--- config.mk ---
export PLATFORM = sky130hd
export DESIGN_NAME = set_cmd_sequencer
export DESIGN_NICKNAME = d
export VERILOG_FILES = /design/src/rtl/set_pkg.sv /design/src/rtl/cmd_fifo.sv /design/src/rtl/set_cmd_sequencer.sv
export SDC_FILE = /design/constraint.sdc
export NUM_CORES = 1
export LEC_CHECK = 0
export ABC_AREA = 1
export BUFFER_PORTS_ARGS = -buffer_cell sky130_fd_sc_hd__buf_2
export CORE_MARGIN = 4
export CORE_UTILIZATION = 38
export DETAILED_ROUTE_END_ITERATION = 8
export PLACE_DENSITY_LB_ADDON = 0.12
export RECOVER_POWER = 50
export SYNTH_ARGS = -nofsm -noshare
export SYNTH_HDL_FRONTEND = slang
export SYNTH_SLANG_ARGS = --single-unit
--- constraint.sdc ---
create_clock -name clk -period 3.8 [get_ports clk]
set_clock_uncertainty 0.1 [all_clocks]
set_input_delay 0.95 -clock clk [delete_from_list [all_inputs] [get_ports clk]]
set_output_delay 0.95 -clock clk [all_outputs]
set_load 0.02 [all_outputs]
--- src/rtl/set_pkg.sv ---
// Shared types and constants for the hash-set command front-end.
// Imported by the sequencer top level.
package set_pkg;

  localparam int SET_DATA_W    = 8;
  localparam int SET_MAX_PROBE = 16;

  typedef enum logic {
    OP_FIND = 1'b0,
    OP_ADD  = 1'b1
  } op_e;

  typedef enum logic [1:0] {
    IDLE,
    ISSUE,
    WAIT,
    RESP
  } seq_state_e;

endpackage

--- src/rtl/cmd_fifo.sv ---
// Synchronous FIFO with an occupancy counter.
// Buffers {op, key} commands ahead of the sequencer FSM.
module cmd_fifo #(
  parameter int WIDTH = 9,
  parameter int DEPTH = 4
) (
  input  logic             clk,
  input  logic             reset,
  input  logic             push,
  input  logic [WIDTH-1:0] wr_data,
  input  logic             pop,
  output logic [WIDTH-1:0] rd_data,
  output logic             full,
  output logic             empty
);

  localparam int PTR_W = (DEPTH > 1) ? $clog2(DEPTH) : 1;
  localparam int OCC_W = $clog2(DEPTH + 1);

  logic [WIDTH-1:0] mem [DEPTH];
  logic [PTR_W-1:0] wr_ptr;
  logic [PTR_W-1:0] rd_ptr;
  logic [OCC_W-1:0] count;
  logic             do_push;
  logic             do_pop;

  assign full    = (count == OCC_W'(DEPTH));
  assign empty   = (count == '0);
  assign do_push = push && !full;
  assign do_pop  = pop && !empty;
  assign rd_data = mem[rd_ptr];

  // NOTE: storage is not reset; pointers and count alone define which entries are valid.
  always_ff @(posedge clk) begin
    if (do_push) mem[wr_ptr] <= wr_data;
  end

  // NOTE: sequential state uses non-blocking assignments so every register sees pre-edge values.
  always_ff @(posedge clk) begin
    if (reset) begin
      wr_ptr <= '0;
      rd_ptr <= '0;
      count  <= '0;
    end else begin
      if (do_push) wr_ptr <= wr_ptr + PTR_W'(1);
      if (do_pop)  rd_ptr <= rd_ptr + PTR_W'(1);
      case ({do_push, do_pop})
        2'b10:   count <= count + OCC_W'(1);
        2'b01:   count <= count - OCC_W'(1);
        default: count <= count;
      endcase
    end
  end

endmodule

--- src/rtl/set_cmd_sequencer.sv ---
// Command front-end for the hash set: queues find/add requests, issues them one
// at a time with a watchdog, and returns results with hit/miss/timeout statistics.
module set_cmd_sequencer
  import set_pkg::*;
#(
  parameter int DATA_W     = SET_DATA_W,
  parameter int FIFO_DEPTH = 4,
  parameter int TIMEOUT    = 20,
  parameter int CNT_W      = 16
) (
  input  logic              clk,
  input  logic              reset,
  input  logic              cmd_valid,
  output logic              cmd_ready,
  input  logic              cmd_op,
  input  logic [DATA_W-1:0] cmd_data,
  output logic              resp_valid,
  input  logic              resp_ready,
  output logic              resp_op,
  output logic [DATA_W-1:0] resp_data,
  output logic              resp_found,
  output logic              resp_timeout,
  output logic              set_find,
  output logic              set_add,
  output logic [DATA_W-1:0] set_x,
  input  logic              set_rdy,
  input  logic              set_found,
  output logic              busy,
  output logic [CNT_W-1:0]  hit_cnt,
  output logic [CNT_W-1:0]  miss_cnt,
  output logic [CNT_W-1:0]  tmo_cnt
);

  localparam int WD_W = $clog2(TIMEOUT + 1);

  seq_state_e        state;
  op_e               op_q;
  logic [DATA_W-1:0] data_q;
  logic [WD_W-1:0]   wd;
  logic [DATA_W:0]   fifo_rd;
  logic              fifo_full;
  logic              fifo_empty;
  logic              pop;

  assign pop = (state == IDLE) && !fifo_empty && set_rdy;

  cmd_fifo #(
    .WIDTH (DATA_W + 1),
    .DEPTH (FIFO_DEPTH)
  ) u_fifo (
    .clk     (clk),
    .reset   (reset),
    .push    (cmd_valid),
    .wr_data ({cmd_op, cmd_data}),
    .pop     (pop),
    .rd_data (fifo_rd),
    .full    (fifo_full),
    .empty   (fifo_empty)
  );

  assign cmd_ready = !fifo_full;
  assign busy      = (state != IDLE) || !fifo_empty;
  // The key register feeds the set directly, so set_x stays put from ISSUE through WAIT.
  assign set_x     = data_q;
  assign resp_data = data_q;
  assign resp_op   = op_q;

  always_ff @(posedge clk) begin
    if (reset) begin
      state        <= IDLE;
      op_q         <= OP_FIND;
      data_q       <= '0;
      wd           <= '0;
      set_find     <= 1'b0;
      set_add      <= 1'b0;
      resp_valid   <= 1'b0;
      resp_found   <= 1'b0;
      resp_timeout <= 1'b0;
      hit_cnt      <= '0;
      miss_cnt     <= '0;
      tmo_cnt      <= '0;
    end else begin
      set_find <= 1'b0;
      set_add  <= 1'b0;
      case (state)
        IDLE: begin
          if (pop) begin
            op_q     <= op_e'(fifo_rd[DATA_W]);
            data_q   <= fifo_rd[DATA_W-1:0];
            set_find <= !fifo_rd[DATA_W];
            set_add  <= fifo_rd[DATA_W];
            state    <= ISSUE;
          end
        end
        ISSUE: begin
          wd    <= '0;
          state <= WAIT;
        end
        WAIT: begin
          wd <= wd + WD_W'(1);
          if (set_rdy) begin
            resp_found   <= set_found;
            resp_timeout <= 1'b0;
            resp_valid   <= 1'b1;
            state        <= RESP;
          end else if (wd == WD_W'(TIMEOUT - 1)) begin
            resp_found   <= 1'b0;
            resp_timeout <= 1'b1;
            resp_valid   <= 1'b1;
            state        <= RESP;
          end
        end
        RESP: begin
          if (resp_ready) begin
            resp_valid <= 1'b0;
            state      <= IDLE;
            // Counters saturate at all-ones rather than wrapping.
            if (resp_timeout) begin
              if (tmo_cnt != '1) tmo_cnt <= tmo_cnt + CNT_W'(1);
            end else if (resp_found) begin
              if (hit_cnt != '1) hit_cnt <= hit_cnt + CNT_W'(1);
            end else begin
              if (miss_cnt != '1) miss_cnt <= miss_cnt + CNT_W'(1);
            end
          end
        end
        default: state <= IDLE;
      endcase
    end
  end

endmodule

==> flow_summary.ini, run 1 <==
[status]
outcome = completed

[timing]
fmax_ghz = 0.3439
setup_viol = 0
worst_slew_pin_slew_ps = 1442
min_period_ps = 2908
hold_viol = 0
holdWs_ps = 368.7
drv_slew = 0
timing.final.crit_share_pct = 76.52
slew_headroom_pct = 3.529
setup_tns_ps = 0
rsz0062_at_grt = false

[critical_path]
reg2reg_from = hit_cnt[0]
cp_cell_sequence = ha_1 > nand2_1 > nor2_1 > nand2_1 > nor2_2 > nor2_1 > nand2_1 > a21oi_1 > nor2_1
crit_required_ps = 4000
critPathMaxFanout = 25
crit_slowest_cell = nor2_1
cp-end-kind = flop
crit_arrival_ps = 3110
crit_start = hit_cnt[0]
path_class = flop to flop
cpPeakStageDelay_ps = 1070
setup.worst_path.start_class = flop

[drt]
drcViolationCount = 0
drt-vias-per-instance = 4.804
routed_wl_mm = 12.58
first_iter_violations = 256
via_count = 4689
firstDrtPassIters = 7
ant_nets = 0
post_drt_wl_per_cell_um = 12.89

[floorplanning]
die_h_um = 127.6
fp.dieW_um = 127.6
rows = 43
initial_utilization_pct = 39.01
dieArea_mm2 = 0.01628
coreArea_mm2 = 0.01393
ios = 87

[logic_synthesis]
synth_top_family_by_area = simple AND/OR/NAND/NOR gates
muxShareOfSynthArea_pct = 0
ys_seq_area_share_pct = 48.62
synth_cells = 703
synth_compound_area_share_pct = 9.438
yosys_warnings = 0
synth_fa_ha_area_share_pct = 3.361
synth_seq_cells = 114
synthXorXnorAreaFrac_pct = 2.095
yosys.area_share.simple_pct = 28.91
synth.distinct_cells = 35
syn_avg_cell_area_um2 = 7.731
synth_nets = 732
synthesis.area_mm2 = 0.005435

[power_and_ir_drop]
total_power_uw = 3724
p_per_area_mw_per_mm2 = 580.3
peakVddDrop_mv = 0.3675
p_leak_uw = 0.002410

[grt]
grt_overflow = 0
grt_antenna_before_repair = 0
grt_pass1_wl_mm = 20.41
grt_usage_pct = 15.62
grt_max_degree = 45
grt_pass1_vias = 4264

[clock_tree]
cts_tree = built
cts_resized = 0
clk_pin_slew_worst_paths_ps = 60
clk_latency_ps = 410
cts_setup_buffers = 0
htree_levels = 4
root_buffer = clkbuf_16
cts.sinks = 114
holdBufCountCts = 0
cts_buffer_depth = 2
cts_buffers = 17

[placed_design]
port_buffers = 86
routabilityCongestion = 0.7957
dpl.hpwl_mm = 8.729

[cells_and_area]
layout_common_cells = nand2_1, nor2_1, dfxtp_1, clkbuf_1, inv_1
syn_to_final_growth_pct = 18.07
layout.nets = 812
diodes = 0
final_common_cell = nand2_1
drive_gt1_share_pct = 8.794

[worst_hold_path]
hold_path.class = flop to flop
hp-start = u_fifo.rd_ptr[1]

[job]
max_cap_viol_count = 0
cell families (layout without fill, tap and decap cells):
family | count (synthesis) | count (layout)
buffers and inverters | 90 | 183
AND/OR/NAND/NOR | 374 | 374
adder cells (fa/ha/maj) | 14 | 14
flip-flops | 114 | 114
XOR/XNOR | 13 | 13
AO/OA/AOI/OAI | 98 | 98
cells in the mapped netlist (all sizes together):
cell    instances  share of area [%]
nand3          46                4.2
xor2            7                1.1
nand4           7               0.81
edfxtp         36                 20
ha             13                3.0
nor2          130                9.7
nand3b          1               0.14
a21oi          50                4.6
nor4            1               0.12
a31oi           1               0.12
and3            2               0.23
o21ai          37                3.5
xnor2           6               0.97
nand2         170                 12
a211oi          1               0.14
nor3           11                1.1
inv            63                4.4
fa              1               0.37
clkbuf          8               0.55
a32o            1               0.18
dfxtp          78                 29
o22ai           8               0.92
buf            19                2.7
or2             3               0.35
nor2b           1               0.12
nor3b           2               0.28
final timing paths:
check             slack (ps)  cells after the start          to
setup / recovery         890                      9  hit_cnt[2]
hold / removal           370                      2        flop
setup reg to reg         890                      9  hit_cnt[2]
hold reg to reg          370                      2        flop
routing by layer:
metal | vias up | global-route usage (%) | part of all wire (%)
li1 | 2444 | - | -
met4 | 0 | 5.556 | 0.95
met2 | 102 | 24.56 | 45
met1 | 2131 | 20.54 | 48
met5 | - | 0 | 0
met3 | 12 | 4.599 | 5.1
stage by stage:
step           area (um2)  utilization, %  cells  setup WS [ps]
5_1_grt              6417           46.05    976          606.0
4_1_cts              6516           46.76    976           1229
2_1_floorplan        5435               -    703           1146
3_5_place_dp         5931           42.56    944          796.3
6_report             6417           46.05    976          892.4
3_3_place_gp         5931           42.56    944          849.7
cell type report:
type | instances | area [um2]
well taps | 180 | 225.2
clock inverters | 15 | 160.2
inverters | 63 | 236.5
fillers | 1384 | 7517
repair buffers | 88 | 361.6
clock buffers | 17 | 425.4
multi-input cells | 499 | 2366
flip-flops and latches | 114 | 2643
flip-flops by register name, indices dropped and copies added, names as in the netlist, named ones only:
register       flops
hit_cnt           16
miss_cnt          16
resp_data          8
resp_found         1
resp_op            1
resp_timeout       1
resp_valid         1
set_add            1
set_find           1
state              2
tmo_cnt           16
u_fifo.count       3
u_fifo.mem        36
u_fifo.rd_ptr      2
u_fifo.wr_ptr      2
wd                 5
worst max-delay path, delay by kind of cell (launching register included):
| kind | cells | cell delay [ps] |
|---|---|---|
| adder cells (fa/ha/maj) | 1 | 220 |
| AO/OA/AOI/OAI | 1 | 220 |
| AND/OR/NAND/NOR | 7 | 1900 |
| flip-flops | 1 | 350 |
power breakdown:
part	internal [uW]	leakage, uW	switching (uW)	total [uW]
combinational	204	0.00117	491	695
clock	968	0.000273	592	1560
sequential	1380	0.000962	92.8	1470
total	2550	0.00241	1180	3720
Note: power is estimated with default switching activity, not from simulation.
==> run 2, diff against run 1 <==
--- a/config.mk
+++ b/config.mk
@@ -5,7 +5,7 @@
 export SDC_FILE = /design/constraint.sdc
 export NUM_CORES = 1
 export LEC_CHECK = 0
-export ABC_AREA = 1
+export ABC_AREA = 0
 export BUFFER_PORTS_ARGS = -buffer_cell sky130_fd_sc_hd__buf_2
 export CORE_MARGIN = 4
 export CORE_UTILIZATION = 38
==> constraint.sdc (replaced) <==
create_clock -name clk -period 2.9 [get_ports clk]
set_clock_uncertainty 0.1 [all_clocks]
set_input_delay 0.725 -clock clk [delete_from_list [all_inputs] [get_ports clk]]
set_output_delay 0.725 -clock clk [all_outputs]
set_load 0.02 [all_outputs]
==> run 2 against run 1 <==
Compared with the run above:
- fmax is 15% higher
- synthesized cell count shrank 33%
- power grew 32%
- register-to-register slack worse by 520 ps
- wire length fell by 14%
- largest power group unchanged
- die area decreased by 6.2%
- non-clock buffer count is 4 higher
==> flow_summary.ini, run 2 <==
[grt]
grt_max_degree = 33
grt_usage_pct = 15.26
grt_antenna_before_repair = 0
grt_pass1_vias = 3642
grt_overflow = 0
grt_pass1_wl_mm = 18.10

[timing]
drv_slew = 0
min_period_ps = 2527
rsz0062_at_grt = false
slew_headroom_pct = 1.266
setup_tns_ps = 0
fmax_ghz = 0.3957
setup_slack_ps = 372.7
hold_viol = 0
setup_viol = 0
worst_slew_pin_slew_ps = 1481
timing.final.crit_share_pct = 87.15

[logic_synthesis]
synth_seq_cells = 114
yosys_warnings = 0
synthesis.area_mm2 = 0.005076
ys.flop_type = dfxtp_1
synth_nets = 503
synth_area_leaders = dfxtp_1, edfxtp_1, xnor2_1, nor2_1, mux4_2
synth_area_leader_cell = dfxtp_1
synthTopCellsByCount = dfxtp_1, nor2_1, edfxtp_1, xnor2_1, nand2_1
synth.distinct_cells = 56
synth_cells = 474
yosysMostFrequentCell = dfxtp_1
synth_edf_count = 36
async_reset_ff_share_pct = 0
ys_seq_area_share_pct = 52.06
yosysTopAreaCellShare_pct = 30.76
syn_avg_cell_area_um2 = 10.71

[critical_path]
crit_required_ps = 3130
cp_cell_sequence = inv_1 > ha_1 > inv_1 > or2_2 > inv_1 > ha_1 > inv_1 > fa_1 > xor2_1 > or3_1 > a21oi_1
critPathCapture = u_fifo.count[2]
critPathMaxFanout = 4
crit_arrival_ps = 2760
path_class = flop to flop
setup.worst_path.start_class = flop
reg2reg_to = u_fifo.count[2]
rrSetupSlack_ps = 370
cpPeakStageDelay_ps = 430
cp-end-kind = flop
rr_worst_depth = 11
reg2reg_from = state[0]
crit_start = state[0]
crit_slowest_cell = fa_1
cp_common_cell = inv_1

[floorplanning]
dieArea_mm2 = 0.01527
ios = 87
rows = 41
fp.dieW_um = 123.6
initial_utilization_pct = 39.58
die_h_um = 123.6
coreArea_mm2 = 0.01282

[cells_and_area]
layout.nets = 592
layout_common_cells = dfxtp_1, nor2_1, buf_2, clkbuf_1
diodes = 0
final_common_cell = dfxtp_1
syn_to_final_growth_pct = 22.45
drive_gt1_share_pct = 19.79
fin_util_pct = 48.47
largest_reg_flops = 36
top_register = u_fifo.mem
fin_cells = 748
stdcell_area_mm2 = 0.006216
fillers = 1227

[placed_design]
port_buffers = 86
place_inst = 716
pre_cts_ws_ps = 128.6
placedInstanceArea_mm2 = 0.005650
routabilityCongestion = 0.7588
dpl.hpwl_mm = 7.595

[status]
outcome = completed

[power_and_ir_drop]
peakVddDrop_mv = 0.3759
p_leak_uw = 0.002278
p_per_area_mw_per_mm2 = 788.9

[drt]
drt-vias-per-instance = 4.913
routed_wl_mm = 10.77
post_drt_wl_per_cell_um = 14.40
first_iter_violations = 172
via_count = 3675
firstDrtPassIters = 4
ant_nets = 0
drcViolationCount = 0

[worst_hold_path]
hold_path.class = flop to flop

[clock_tree]
htree_levels = 4
cts_tree = built
clk_latency_ps = 410
root_buffer = clkbuf_16
cts.sinks = 114
cts_buffer_depth = 2
cts_resized = 0
cts_setup_buffers = 0
cts_buffers = 17
clk_pin_slew_worst_paths_ps = 60
holdBufCountCts = 0

[job]
max_cap_viol_count = 0
[run 2: layout make-up]
| class | count | area, um2 | area share (%) |
|---|---|---|---|
| sequential | 114 | 2643 | 42.51 |
| multi-input combinational | 317 | 2238 | 36.01 |
| clock buffer | 19 | 432.9 | 6.965 |
| timing repair buffer | 92 | 422.9 | 6.804 |
| tap | 172 | 215.2 | 3.462 |
| clock inverter | 13 | 185.2 | 2.979 |
| inverter | 21 | 78.83 | 1.268 |
[run 2: power breakdown]
part | internal, uW | total [uW] | switching [uW]
registers | 1790 | 1910 | 120
logic | 322 | 820 | 497
clock network | 1440 | 2170 | 733
[run 2: worst min path at each step]
| stage | cells past startpoint | slack, ps | end | from |
|---|---|---|---|---|
| 2_1_floorplan | 2 | 360 | wd[1] | wd[1] |
| 3_3_place_gp | 2 | 350 | resp_op | resp_op |
| 3_5_place_dp | 2 | 350 | resp_op | resp_op |
| 4_1_cts | 2 | 360 | resp_op | resp_op |
| 5_1_grt | 2 | 380 | resp_op | resp_op |
| 6_report | 2 | 360 | resp_op | resp_op |
[run 2: metal layers]
layer / global-route usage (%) / wire (um) / vias up
li1: - / - / 1870
met1: 19.31 / 5034 / 1734
met2: 24.63 / 5175 / 58
met3: 4.087 / 401 / 13
met4: 6.574 / 161 / 0
met5: 0 / 0 / -
[run 2: kinds of logic (layout without fill, tap and decap cells)]
logic type	after synthesis	count (layout)	synth area share, %
AND/OR/NAND/NOR	194	194	21.64
multiplexers	16	16	5.423
XOR/XNOR	42	42	7.247
flip-flops	114	114	52.06
AO/OA/AOI/OAI	51	51	6.187
adder cells (fa/ha/maj)	14	14	3.599
buffers and inverters	43	145	3.845
[run 2: critical path, delay by kind of cell, from the launching register on]
family          cells  cell delay (ps)
compound gates      1              140
xor+xnor            1              160
fa+ha+maj           3              830
buf+inv             4              330
flops               1              310
simple gates        2              600
[run 2: stage by stage]
stage / hold slack, ps / total power, uW
2_1_floorplan: 363.1 / 2563
3_3_place_gp: 354.3 / 2780
3_5_place_dp: 354.0 / 2805
4_1_cts: 362.8 / 4988
5_1_grt: 380.3 / 5153
6_report: 362.1 / 4904
